[src/rtl/hist_mem_sched.sv]
`default_nettype none
// ----------------------------------------------------------------------------
// hist_mem_sched: shares one single-port histogram BRAM between event increments,
// host readout and a full clear sweep.                               Rev 1.0
// ----------------------------------------------------------------------------
module hist_mem_sched #(
    parameter int ADDR_W   = 9,
    parameter int DATA_W   = 16,
    parameter int NUM_BINS = 512
) (
    input  logic              clk,
    input  logic              reset,
    input  logic              start,
    input  logic              stop,
    input  logic              clear,
    input  logic              event_valid,
    input  logic [ADDR_W-1:0] event_bin,
    output logic              event_ready,
    input  logic              rd_req,
    input  logic [ADDR_W-1:0] rd_addr,
    output logic [DATA_W-1:0] rd_data,
    output logic              rd_valid,
    output logic [ADDR_W-1:0] mem_addr,
    output logic              mem_we,
    output logic [DATA_W-1:0] mem_wdata,
    input  logic [DATA_W-1:0] mem_rdata,
    output logic              running,
    output logic              clear_done,
    output logic              sat_flag
);

    typedef enum logic [1:0] {
        ARB    = 2'd0,
        INC_WR = 2'd1,
        RD_CAP = 2'd2,
        CLR    = 2'd3
    } state_t;

    localparam logic [ADDR_W-1:0] LAST_BIN = ADDR_W'(NUM_BINS - 1);
    localparam logic [DATA_W-1:0] ALL_ONES = '1;

    state_t            state_q, state_d;
    logic              running_q, running_d;
    logic              clr_pend_q, clr_pend_d;
    logic              clear_done_q, clear_done_d;
    logic              sat_q, sat_d;
    logic              rd_valid_q, rd_valid_d;
    logic [ADDR_W-1:0] clr_cnt_q, clr_cnt_d;
    logic [ADDR_W-1:0] bin_q, bin_d;
    logic [DATA_W-1:0] rd_data_q, rd_data_d;
    logic [DATA_W-1:0] rdata_inc;

    assign rdata_inc = mem_rdata + DATA_W'(1);

    always_ff @(posedge clk or posedge reset) begin
        if (reset) begin
            state_q      <= ARB;
            running_q    <= 1'b0;
            clr_pend_q   <= 1'b1;
            clear_done_q <= 1'b0;
            sat_q        <= 1'b0;
            rd_valid_q   <= 1'b0;
            clr_cnt_q    <= '0;
            bin_q        <= '0;
            rd_data_q    <= '0;
        end else begin
            state_q      <= state_d;
            running_q    <= running_d;
            clr_pend_q   <= clr_pend_d;
            clear_done_q <= clear_done_d;
            sat_q        <= sat_d;
            rd_valid_q   <= rd_valid_d;
            clr_cnt_q    <= clr_cnt_d;
            bin_q        <= bin_d;
            rd_data_q    <= rd_data_d;
        end
    end

    // Control pulses are folded into registers every cycle so none is lost.
    always_comb begin
        running_d = stop ? 1'b0 : (start ? 1'b1 : running_q);
    end

    always_comb begin
        state_d      = state_q;
        clr_pend_d   = clr_pend_q | clear;
        clear_done_d = clear_done_q;
        sat_d        = sat_q;
        rd_valid_d   = 1'b0;
        clr_cnt_d    = clr_cnt_q;
        bin_d        = bin_q;
        rd_data_d    = rd_data_q;
        event_ready  = 1'b0;
        mem_addr     = '0;
        mem_we       = 1'b0;
        mem_wdata    = '0;

        case (state_q)
            ARB: begin
                // While rd_valid is up the requester still holds rd_req for the
                // read just answered, so it must not be granted a second time.
                if (clr_pend_q) begin
                    clr_pend_d   = clear;
                    clr_cnt_d    = '0;
                    clear_done_d = 1'b0;
                    sat_d        = 1'b0;
                    state_d      = CLR;
                end else if (rd_req && !rd_valid_q) begin
                    mem_addr = rd_addr;
                    state_d  = RD_CAP;
                end else if (running_q && event_valid) begin
                    event_ready = 1'b1;
                    mem_addr    = event_bin;
                    bin_d       = event_bin;
                    state_d     = INC_WR;
                end
            end
            INC_WR: begin
                mem_we   = 1'b1;
                mem_addr = bin_q;
                if (mem_rdata == ALL_ONES) begin
                    mem_wdata = ALL_ONES;
                    sat_d     = 1'b1;
                end else begin
                    mem_wdata = rdata_inc;
                    if (rdata_inc == ALL_ONES) begin
                        sat_d = 1'b1;
                    end
                end
                state_d = ARB;
            end
            RD_CAP: begin
                rd_data_d  = mem_rdata;
                rd_valid_d = 1'b1;
                state_d    = ARB;
            end
            CLR: begin
                mem_we    = 1'b1;
                mem_addr  = clr_cnt_q;
                clr_cnt_d = clr_cnt_q + ADDR_W'(1);
                if (clr_cnt_q == LAST_BIN) begin
                    clr_cnt_d    = '0;
                    clear_done_d = 1'b1;
                    state_d      = ARB;
                end
            end
            default: state_d = ARB;
        endcase
    end

    assign rd_data    = rd_data_q;
    assign rd_valid   = rd_valid_q;
    assign running    = running_q;
    assign clear_done = clear_done_q;
    assign sat_flag   = sat_q;

endmodule
`default_nettype wire

[config.mk]
export PLATFORM = sky130hd
export DESIGN_NAME = hist_mem_sched
export DESIGN_NICKNAME = d
export VERILOG_FILES = /design/src/rtl/hist_mem_sched.sv
export SDC_FILE = /design/constraint.sdc
export NUM_CORES = 1
export LEC_CHECK = 0
export CAP_MARGIN = 40
export CORE_ASPECT_RATIO = 1.75
export CORE_MARGIN = 1.5
export CORE_UTILIZATION = 40
export CTS_CLUSTER_SIZE = 8
export DETAILED_ROUTE_END_ITERATION = 7
export PLACE_DENSITY_LB_ADDON = 0.12
export SLEW_MARGIN = 20
export SYNTH_ARGS = -nofsm -noshare
export SYNTH_HDL_FRONTEND = slang
export SYNTH_SLANG_ARGS = --single-unit
[constraint.sdc]
create_clock -name clk -period 2.2 [get_ports clk]
set_clock_uncertainty 0.2 [all_clocks]
set_input_delay 0.44 -clock clk [delete_from_list [all_inputs] [get_ports clk]]
set_output_delay 0.44 -clock clk [all_outputs]
set_load 0.02 [all_outputs]
**Word-level counts from Yosys, hierarchy flattened**

Index checks and enable logic that the tools add are counted.

- Equality and inequality tests: 10
- Multiplexer cells: 30
- $add $sub $neg: 2
- Reductions and logical operators: 14
- Bitwise gates (word level): 3

Operator list:

| operator | count |
|---|---|
| 2-to-1 mux 9 bit | 5 |
| == test 16 bit, second input constant | 2 |
| 2-to-1 mux 16 bit | 2 |
| one-hot mux 9 bit (3 select lines) | 1 |
| one-hot mux 9 bit (2 select lines) | 1 |
| adder 16 x 1 -> 16 bit, second input constant | 1 |
| 2-to-1 mux 1 bit | 14 |
| adder 9 x 1 -> 9 bit, second input constant | 1 |
| == test 9 bit, second input constant | 1 |
| 2-to-1 mux 2 bit | 4 |
| one-hot mux 2 bit (3 select lines) | 1 |
| AND reduction 3 bit | 2 |
| nonzero test 2 bit | 3 |
| == test 2 bit, second input constant | 2 |
| inequality test 2 bit, second input constant | 2 |
| inequality test 4 bit, second input constant | 1 |
| one-hot mux 1 bit (2 select lines) | 2 |
| AND reduction 2 bit | 2 |
| AND reduction 4 bit | 1 |
| OR reduction 2 bit | 2 |
| inequality test 3 bit, second input constant | 1 |
| == test 2 x 1 -> 1 bit, second input constant | 1 |
| logical AND 1 bit | 2 |
| logical NOT 2 bit | 1 |
| 3 further kinds | 4 |

- Bits of input ports: 41
- Bits in registers: 41
- Output and inout bits: 47

**Longest topological paths before layout**

Gate-level depths: netlist of the first run.

- Depth in word-level cells: 5
- Gate-level depth with buffers: 8

**Worst setup path before layout of the first run**

Ideal clock, no wire load.

- Path type: input to output
- Start point: input port mem_rdata[0]
- End point: output port mem_wdata[14]
- Data required time: 1.560 ns
- Arrival: 1.924 ns
- Stages on the path: 6
- Setup slack: -0.364 ns
- Buffers on the path: 1
- Path through: ha_1 -> buf_4 -> nand4_2 -> nor4_4 -> nor2_1 -> a311oi_1

- Word-level cells in the longest chain between the ends: 3

RTL lines:

| what | line | text |
|---|---|---|
| from (decl) | 26 | `input logic [DATA_W-1:0] mem_rdata,` |
| adder 16 x 1 -> 16 bit or == test 16 bit (tied branches) | 53, 121 |  |
| 2-to-1 mux 16 bit * | 121 | `if (mem_rdata == ALL_ONES) begin` |
| 2-to-1 mux 16 bit * | 98 | `case (state_q)` |
| to (decl) | 25 | `output logic [DATA_W-1:0] mem_wdata,` |

Mark *: on every way between the ends. The rest lies on a longest branch, timed or not.

**Final worst setup path of the first run**

- Start point: input port mem_rdata[5]
- End point: output port mem_wdata[8]

Same word-level chain as after synthesis.

==> results of run 1 <==
-- cells by family after synthesis --
logic type | after synthesis
AOI/OAI and AO/OA | 70
muxes | 16
xor gates and xnor gates | 14
and+or+nand+nor | 116
DFF | 41
buffers and inverters | 36
adders and majority gates | 4
-- power by group --
part           internal, mW  switching [mW]  total, mW
clock                 0.416           0.287      0.704
sequential            0.756         0.00122      0.757
combinational         0.138           0.131      0.269
total                  1.31           0.419       1.73
-- sequential cells by signal (all words and copies together), names as in the netlist --
register    flops
clear_done      1
bin_q           9
sat_flag        1
rd_valid        1
state_q         2
rd_data        16
clr_pend_q      1
clr_cnt_q       9
running         1
-- final cells by class --
class	instances	area (µm²)	area share, %
well taps	82	102.6	2.113
flip-flops and latches	41	1027	21.15
multi-input cells	220	1864	38.39
repair buffers	165	1667	34.32
inverters	15	56.30	1.159
clock inverters	2	10.01	0.2061
clock buffers	6	128.9	2.654
-- metrics by stage --
| step | hold slack [ns] | total power [mW] | cells | setup WS (ns) | instance area, µm² |
|---|---|---|---|---|---|
| 3_5_place_dp | 0.2902 | 1.006 | 502 | -1.052 | 4179 |
| 5_1_grt | 0.2825 | 1.784 | 531 | -0.2320 | 4856 |
| 3_3_place_gp | 0.2739 | 1.004 | 502 | -1.032 | 4179 |
| 2_1_floorplan | 0.3011 | 0.8603 | 297 | -0.1245 | 2835 |
| 6_report | 0.2852 | 1.729 | 531 | -0.1722 | 4856 |
| 4_1_cts | 0.2765 | 1.732 | 528 | -0.2183 | 4762 |
-- final timing paths --
check	slack, ns	cells past startpoint	startpoint	to
setup / recovery	-0.17	7	mem_rdata[5]	mem_wdata[8]
hold / removal	0.29	3	reset	running$_DFFE_PP0P_
setup reg to reg	0.10	7	state_q[1]$_DFFE_PP0P_	clr_cnt_q[5]$_DFFE_PP0P_
hold reg to reg	0.30	1	rd_data[0]$_DFFE_PP0P_	rd_data[0]$_DFFE_PP0P_
max in group asynchronous	1.25	3	reset	clr_pend_q$_DFF_PP1_
min in group clk	0.29	2	mem_rdata[2]	rd_data[2]$_DFFE_PP0P_
-- synth_stat cells, drive strengths merged --
master	count	share of area, %
a21o	2	0.57
a21oi	23	5.2
a22oi	2	0.57
a311oi	1	0.33
a31o	2	0.66
a31oi	4	0.94
a32oi	1	0.33
and2	1	0.24
and3	3	0.71
and4	3	0.99
buf	15	3.4
clkbuf	6	0.85
dfrtp	40	38
dfstp	1	0.99
ha	4	1.9
inv	15	2.1
mux2	16	6.8
nand2	45	6.4
nand2b	5	1.5
nand3	17	4.3
nand4	4	1.2
nor2	17	2.7
nor2b	4	0.94
nor3	6	1.7
nor3b	2	0.57
nor4	5	2.6
o2111ai	3	1.7
o211ai	1	0.28
o21ai	25	4.7
o221ai	1	0.33
o22ai	4	0.94
o32ai	1	0.33
or2	1	0.24
or3	3	0.71
xnor2	7	2.3
xor2	7	2.3
-- what timing repair did --
| action | CTS | global route |
|---|---|---|
| resized for setup | 280 | 19 |
| cloned | 3 | 0 |
| endpoints found under the setup margin | 28 | 26 |
| buffers inserted | 15 | 4 |
| pin swaps | 35 | 18 |
-- layout by cell type, fill, tap and decap left out, drive strengths merged, types with 2 or more instances in the layout --
master and n:
a21o 2, a21oi 23, a22oi 2, a31o 2, a31oi 4, and3 3
and4 3, buf 118, clkbuf 6, clkdlybuf4s50 42, clkinv 3, dfrtp 40
dlygate4sd2 4, ha 4, inv 14, mux2 16, nand2 45, nand2b 5
nand3 17, nand4 4, nor2 17, nor2b 4, nor3 6, nor3b 2
nor4 5, o2111ai 3, o21ai 25, o22ai 4, or3 3, xnor2 7
xor2 7
-- metal layers --
layer	routed length [µm]	up-vias	share of wire, %	track usage (%)
met3	292	23	3.3	2.741
li1	-	1337	-	-
met2	5032	92	57	46.74
met1	3154	1367	36	25.53
met4	330	0	3.7	13.62
met5	0	-	0	0
-- critical path: stages --
cell and delay (ns):
buf_4 0.10, nand3_4 0.11, nor4_4 0.40, nand3_4 0.19
buf_12 0.20, a31oi_4 0.14, buf_6 0.14
==> results.sh, run 1 <==
export IMPL_drtIter0Drc=101
export IMPL_die_area_um2=7139
export IMPL_cp_max_fo=7
export IMPL_netlist_area_um2=2649
export IMPL_violations="negative setup slack"
export IMPL_synth_seq_cells=41
export IMPL_clk_pin_slew_worst_paths_ns=0.06
export IMPL_cp_end_kind="primary output"
export IMPL_tightest_slew_ns=0.4004
export IMPL_synth_cell_types=52
export IMPL_synth_top_family_by_area="simple AND/OR/NAND/NOR gates"
export IMPL_fmax_mhz=421.5
export IMPL_path_class="in2out"
export IMPL_crit_arrival_ns=1.73
export IMPL_rows=39
export IMPL_syn_num_nets=342
export IMPL_cts_tree="yes"
export IMPL_drive_gt1_share_pct=46.99
export IMPL_clk_latency_ns=0.28
export IMPL_grt_pass1_vias=2880
export IMPL_cts_hold_buf=0
export IMPL_die_w_um=64.52
export IMPL_cellLeakagePower_nw=2.260
export IMPL_yosysWarnings=0
export IMPL_wl_mm=8.809
export IMPL_ctsLongestPathBuffers=2
export IMPL_track_usage_pct=24.78
export IMPL_overflow=0
export IMPL_hpwlAfterDp_mm=5.705
export IMPL_critPathLaunchType="primary input"
export IMPL_viasPerCell=5.309
export IMPL_rsz0062_at_grt="yes"
export IMPL_start_util_pct=41.12
export IMPL_drt_pass1_iterations=4
export IMPL_slew_violations=0
export IMPL_syn_area_per_cell_um2=8.918
export IMPL_ys_seq_area_share_pct=38.78
export IMPL_timing_setup_tns_ns=-2.915
export IMPL_grt_max_degree=42
export IMPL_nFillCells=451
export IMPL_synth_cells=297
export IMPL_cp_required_ns=1.56
export IMPL_slew_headroom_pct=73.03
export IMPL_grt_pass1_wl_mm=13.77
export IMPL_synth_compound_area_share_pct=16.86
export IMPL_n_antenna_cell=0
export IMPL_vias=2819
export IMPL_fin_ws_ns=-0.1722
export IMPL_cts_buffers=5
export IMPL_hold_path_class="in2async"
export IMPL_die_h_um=110.7
export IMPL_antenna_found_initial=0
export IMPL_drc_errors=0
export IMPL_ant_nets=0
export IMPL_power_density_nw_per_um2=356.1
export IMPL_synthMuxAreaShare_pct=6.802
export IMPL_status="finished, violations left"
export IMPL_cts_sinks=41
export IMPL_finish_utilization_pct=75.39
export IMPL_setup_viol=25
export IMPL_syn2layout_area_growth_pct=83.33
export IMPL_cts_root_buf="clkbuf_16"
export IMPL_hold_viol=0
export IMPL_post_route_period_util_pct=107.8
export IMPL_synth_xor_area_share_pct=4.629
export IMPL_io_buffer_count=87
export IMPL_routedWlPerCell_um=16.59
export IMPL_maxCapViolCount=0
export IMPL_synthSimpleGateAreaFrac_pct=24.66
export IMPL_core_area_um2=6441
export IMPL_layout_nets=493
export IMPL_ios=88
export IMPL_htree_num_levels=2
export IMPL_fin_crit_ns=2.372
export IMPL_ir_drop_v=0.0002696
export IMPL_synthAdderAreaFrac_pct=1.889
export IMPL_gp_congestion=0.9107
Power figures use the tool's default switching activity.
==> inputs of run 2 (changes only) <==
--- a/config.mk
+++ b/config.mk
@@ -9,8 +9,9 @@
 export CORE_ASPECT_RATIO = 1.75
 export CORE_MARGIN = 1.5
 export CORE_UTILIZATION = 40
-export CTS_CLUSTER_SIZE = 8
+export CTS_CLUSTER_SIZE = 14
 export DETAILED_ROUTE_END_ITERATION = 7
+export GPL_ROUTABILITY_DRIVEN = 0
 export PLACE_DENSITY_LB_ADDON = 0.12
 export SLEW_MARGIN = 20
 export SYNTH_ARGS = -nofsm -noshare
==> run 2 against run 1 <==
- the flow still finishes with violations (negative setup slack)
- flip-flop and latch count unchanged
- register-to-register slack improved by 0.04 ns
- clock-buffer cell count unchanged
- final cell count shrank 1.5%
- highest routed layer unchanged
- design area shrank 2.9%
- sequential share of layout area increased by 0.62 points
- utilization shrank 2.2 points
- largest cell class unchanged
- setup slack improved by 0.083 ns
- via count down 2.4%
==> results.sh, run 2 (synthesis gave the netlist of run 1 again) <==
export IMPL_status="finished, violations left"
export IMPL_violations="negative setup slack"
export IMPL_cpMostUsedCell="nand3_4"
export IMPL_antenna_found_initial=0
export IMPL_swShare_pct=24.14
export IMPL_finish_utilization_pct=73.23
export IMPL_clk_pin_slew_worst_paths_ns=0.06
export IMPL_tightest_slew_ns=0.4172
export IMPL_ff2ff_path_depth=7
export IMPL_rr_startpoint="state_q[1]$_DFFE_PP0P_"
export IMPL_fmax_mhz=436.9
export IMPL_power_internal_mw=1.310
export IMPL_wl_met1_mm=2.932
export IMPL_cellLeakagePower_nw=2.124
export IMPL_hold_viol=0
export IMPL_slew_violations=0
export IMPL_mostFrequentLayoutCells="61 x buf_4, 43 x clkdlybuf4s50_1, 40 x dfrtp_1"
export IMPL_setup_viol=25
export IMPL_fin_crit_ns=2.289
export IMPL_routedWlPerCell_um=15.94
export IMPL_critPathMaxStageDelay_ns=0.35
export IMPL_hold_path_class="reg2reg"
export IMPL_hpwlAfterDp_mm=5.704
export IMPL_grt_max_degree=42
export IMPL_cts_tree="yes"
export IMPL_final_common_cell="buf_4"
export IMPL_drc_errors=0
export IMPL_p_clk_share_pct=41.0
export IMPL_track_usage_pct=23.55
export IMPL_die_w_um=64.52
export IMPL_path_class="in2out"
export IMPL_met2_length_mm=5.004
export IMPL_n_antenna_cell=0
export IMPL_cts_sinks=41
export IMPL_largest_reg_flops=16
export IMPL_instances_no_fill=523
export IMPL_cp_slowest_cell="nor4_4"
export IMPL_ir_drop_v=0.0003586
export IMPL_power_density_nw_per_um2=366.1
export IMPL_vias=2750
export IMPL_start_util_pct=41.12
export IMPL_drtIter0Drc=131
export IMPL_syn2layout_area_growth_pct=78.08
export IMPL_rows=39
export IMPL_ios=88
export IMPL_viasPerCell=5.258
export IMPL_cp_max_fo=7
export IMPL_cp_end_kind="primary output"
export IMPL_grt_pass1_wl_mm=13.16
export IMPL_ctsLongestPathBuffers=2
export IMPL_wl_mm=8.338
export IMPL_p_comb_share_pct=15.2
export IMPL_drive_gt1_share_pct=45.35
export IMPL_maxCapViolCount=0
export IMPL_cp_required_ns=1.56
export IMPL_htree_num_levels=2
export IMPL_die_h_um=110.7
export IMPL_pre_cts_ws_ns=-1.128
export IMPL_p_switching_mw=0.4169
export IMPL_slew_headroom_pct=71.89
export IMPL_layout_nets=485
export IMPL_crit_path_cell_trace="buf_2 -> nand3_4 -> nor4_4 -> nand3_4 -> buf_12 -> a31oi_4 -> buf_6"
export IMPL_crit_arrival_ns=1.65
export IMPL_grt_pass1_vias=2779
export IMPL_critPathLaunchType="primary input"
export IMPL_placed_cells=503
export IMPL_top_layer_used="met4"
export IMPL_io_buffer_count=87
export IMPL_wl_met3_um=218
export IMPL_cts_root_buf="clkbuf_16"
export IMPL_ff2ff_setup_slack_ns=0.14
export IMPL_cts_buffers=5
export IMPL_post_route_period_util_pct=104.0
export IMPL_core_area_um2=6441
export IMPL_power_frac_seq_pct=43.8
export IMPL_crit_start="mem_rdata[12]"
export IMPL_drt_pass1_iterations=4
export IMPL_clk_latency_ns=0.28
export IMPL_fin_ws_ns=-0.08880
export IMPL_worstSetupEndpoint="mem_wdata[8]"
export IMPL_overflow=0
export IMPL_r2r_end="clr_cnt_q[5]$_DFFE_PP0P_"
export IMPL_die_area_um2=7139
export IMPL_ant_nets=0
export IMPL_rsz0062_at_grt="yes"
## run 2: cell types whose count changed in the layout (fill, tap and decap cells not counted), moves of 2 or more
cell / change
nand2_4: -9
buf_4: -6
nand2_2: +6
nand2_1: +3
buf_2: -2
clkbuf_4: +2
## run 2: repair_timing
item / CTS / global route
pin swaps: 22 / 24
gates resized for setup: 243 / 46
endpoints found under the setup margin: 28 / 25
cloned: 2 / 1
hold buffers: 0 / 0
buffers inserted: 7 / 4
## run 2: worst max-delay path, delay by kind of cell
kind | cells | cell delay (ns)
buf+inv | 3 | 0.45
simple gates | 3 | 0.59
compound gates | 1 | 0.16
## run 2: layout make-up
class / count / area (µm²)
Timing Repair Buffer: 157 / 1590
Clock inverter: 2 / 10.01
Fill cell: 485 / 1724
Tap cell: 82 / 102.6
Multi-Input combinational cell: 220 / 1802
Sequential cell: 41 / 1027
Clock buffer: 6 / 128.9
Inverter: 15 / 56.30
## run 2: worst min path at each step
stage                                start                      to  slack, ns  depth (start not counted)
CTS                                  reset  rd_data[7]$_DFFE_PP0P_       0.30                          3
detailed placement  rd_data[0]$_DFFE_PP0P_  rd_data[0]$_DFFE_PP0P_       0.28                          1
finish              rd_data[0]$_DFFE_PP0P_  rd_data[0]$_DFFE_PP0P_       0.29                          1
floorplan             bin_q[0]$_DFFE_PP0P_    bin_q[0]$_DFFE_PP0P_       0.30                          2
global route                         reset     running$_DFFE_PP0P_       0.32                          3
global placement    rd_data[0]$_DFFE_PP0P_  rd_data[0]$_DFFE_PP0P_       0.27                          1
## run 2: stage by stage
step	setup TNS (ns)	instance area, µm²	hold WS (ns)	power [mW]
global route	-2.998	4717	0.3151	1.782
global placement	-22.33	4187	0.2736	1.005
detailed placement	-23.55	4187	0.2813	1.008
floorplan	-1.072	2835	0.3011	0.8603
CTS	-2.929	4514	0.2950	1.727
finish	-1.414	4717	0.2886	1.727
## run 2: power groups by stage
| stage | clock network (mW) | registers, mW | logic, mW |
|---|---|---|---|
| 2_1_floorplan | 0 | 0.772 | 0.0885 |
| 5_1_grt | 0.745 | 0.756 | 0.281 |
| 6_report | 0.707 | 0.756 | 0.263 |
| 3_5_place_dp | 0 | 0.770 | 0.238 |
| 3_3_place_gp | 0 | 0.770 | 0.235 |
| 4_1_cts | 0.724 | 0.756 | 0.247 |
## run 2: per-layer routing
metal | track usage [%] | up-vias
met4 | 9.929 | 0
met1 | 23.83 | 1336
met2 | 46.39 | 69
met5 | 0 | -
li1 | - | 1329
met3 | 2.538 | 16
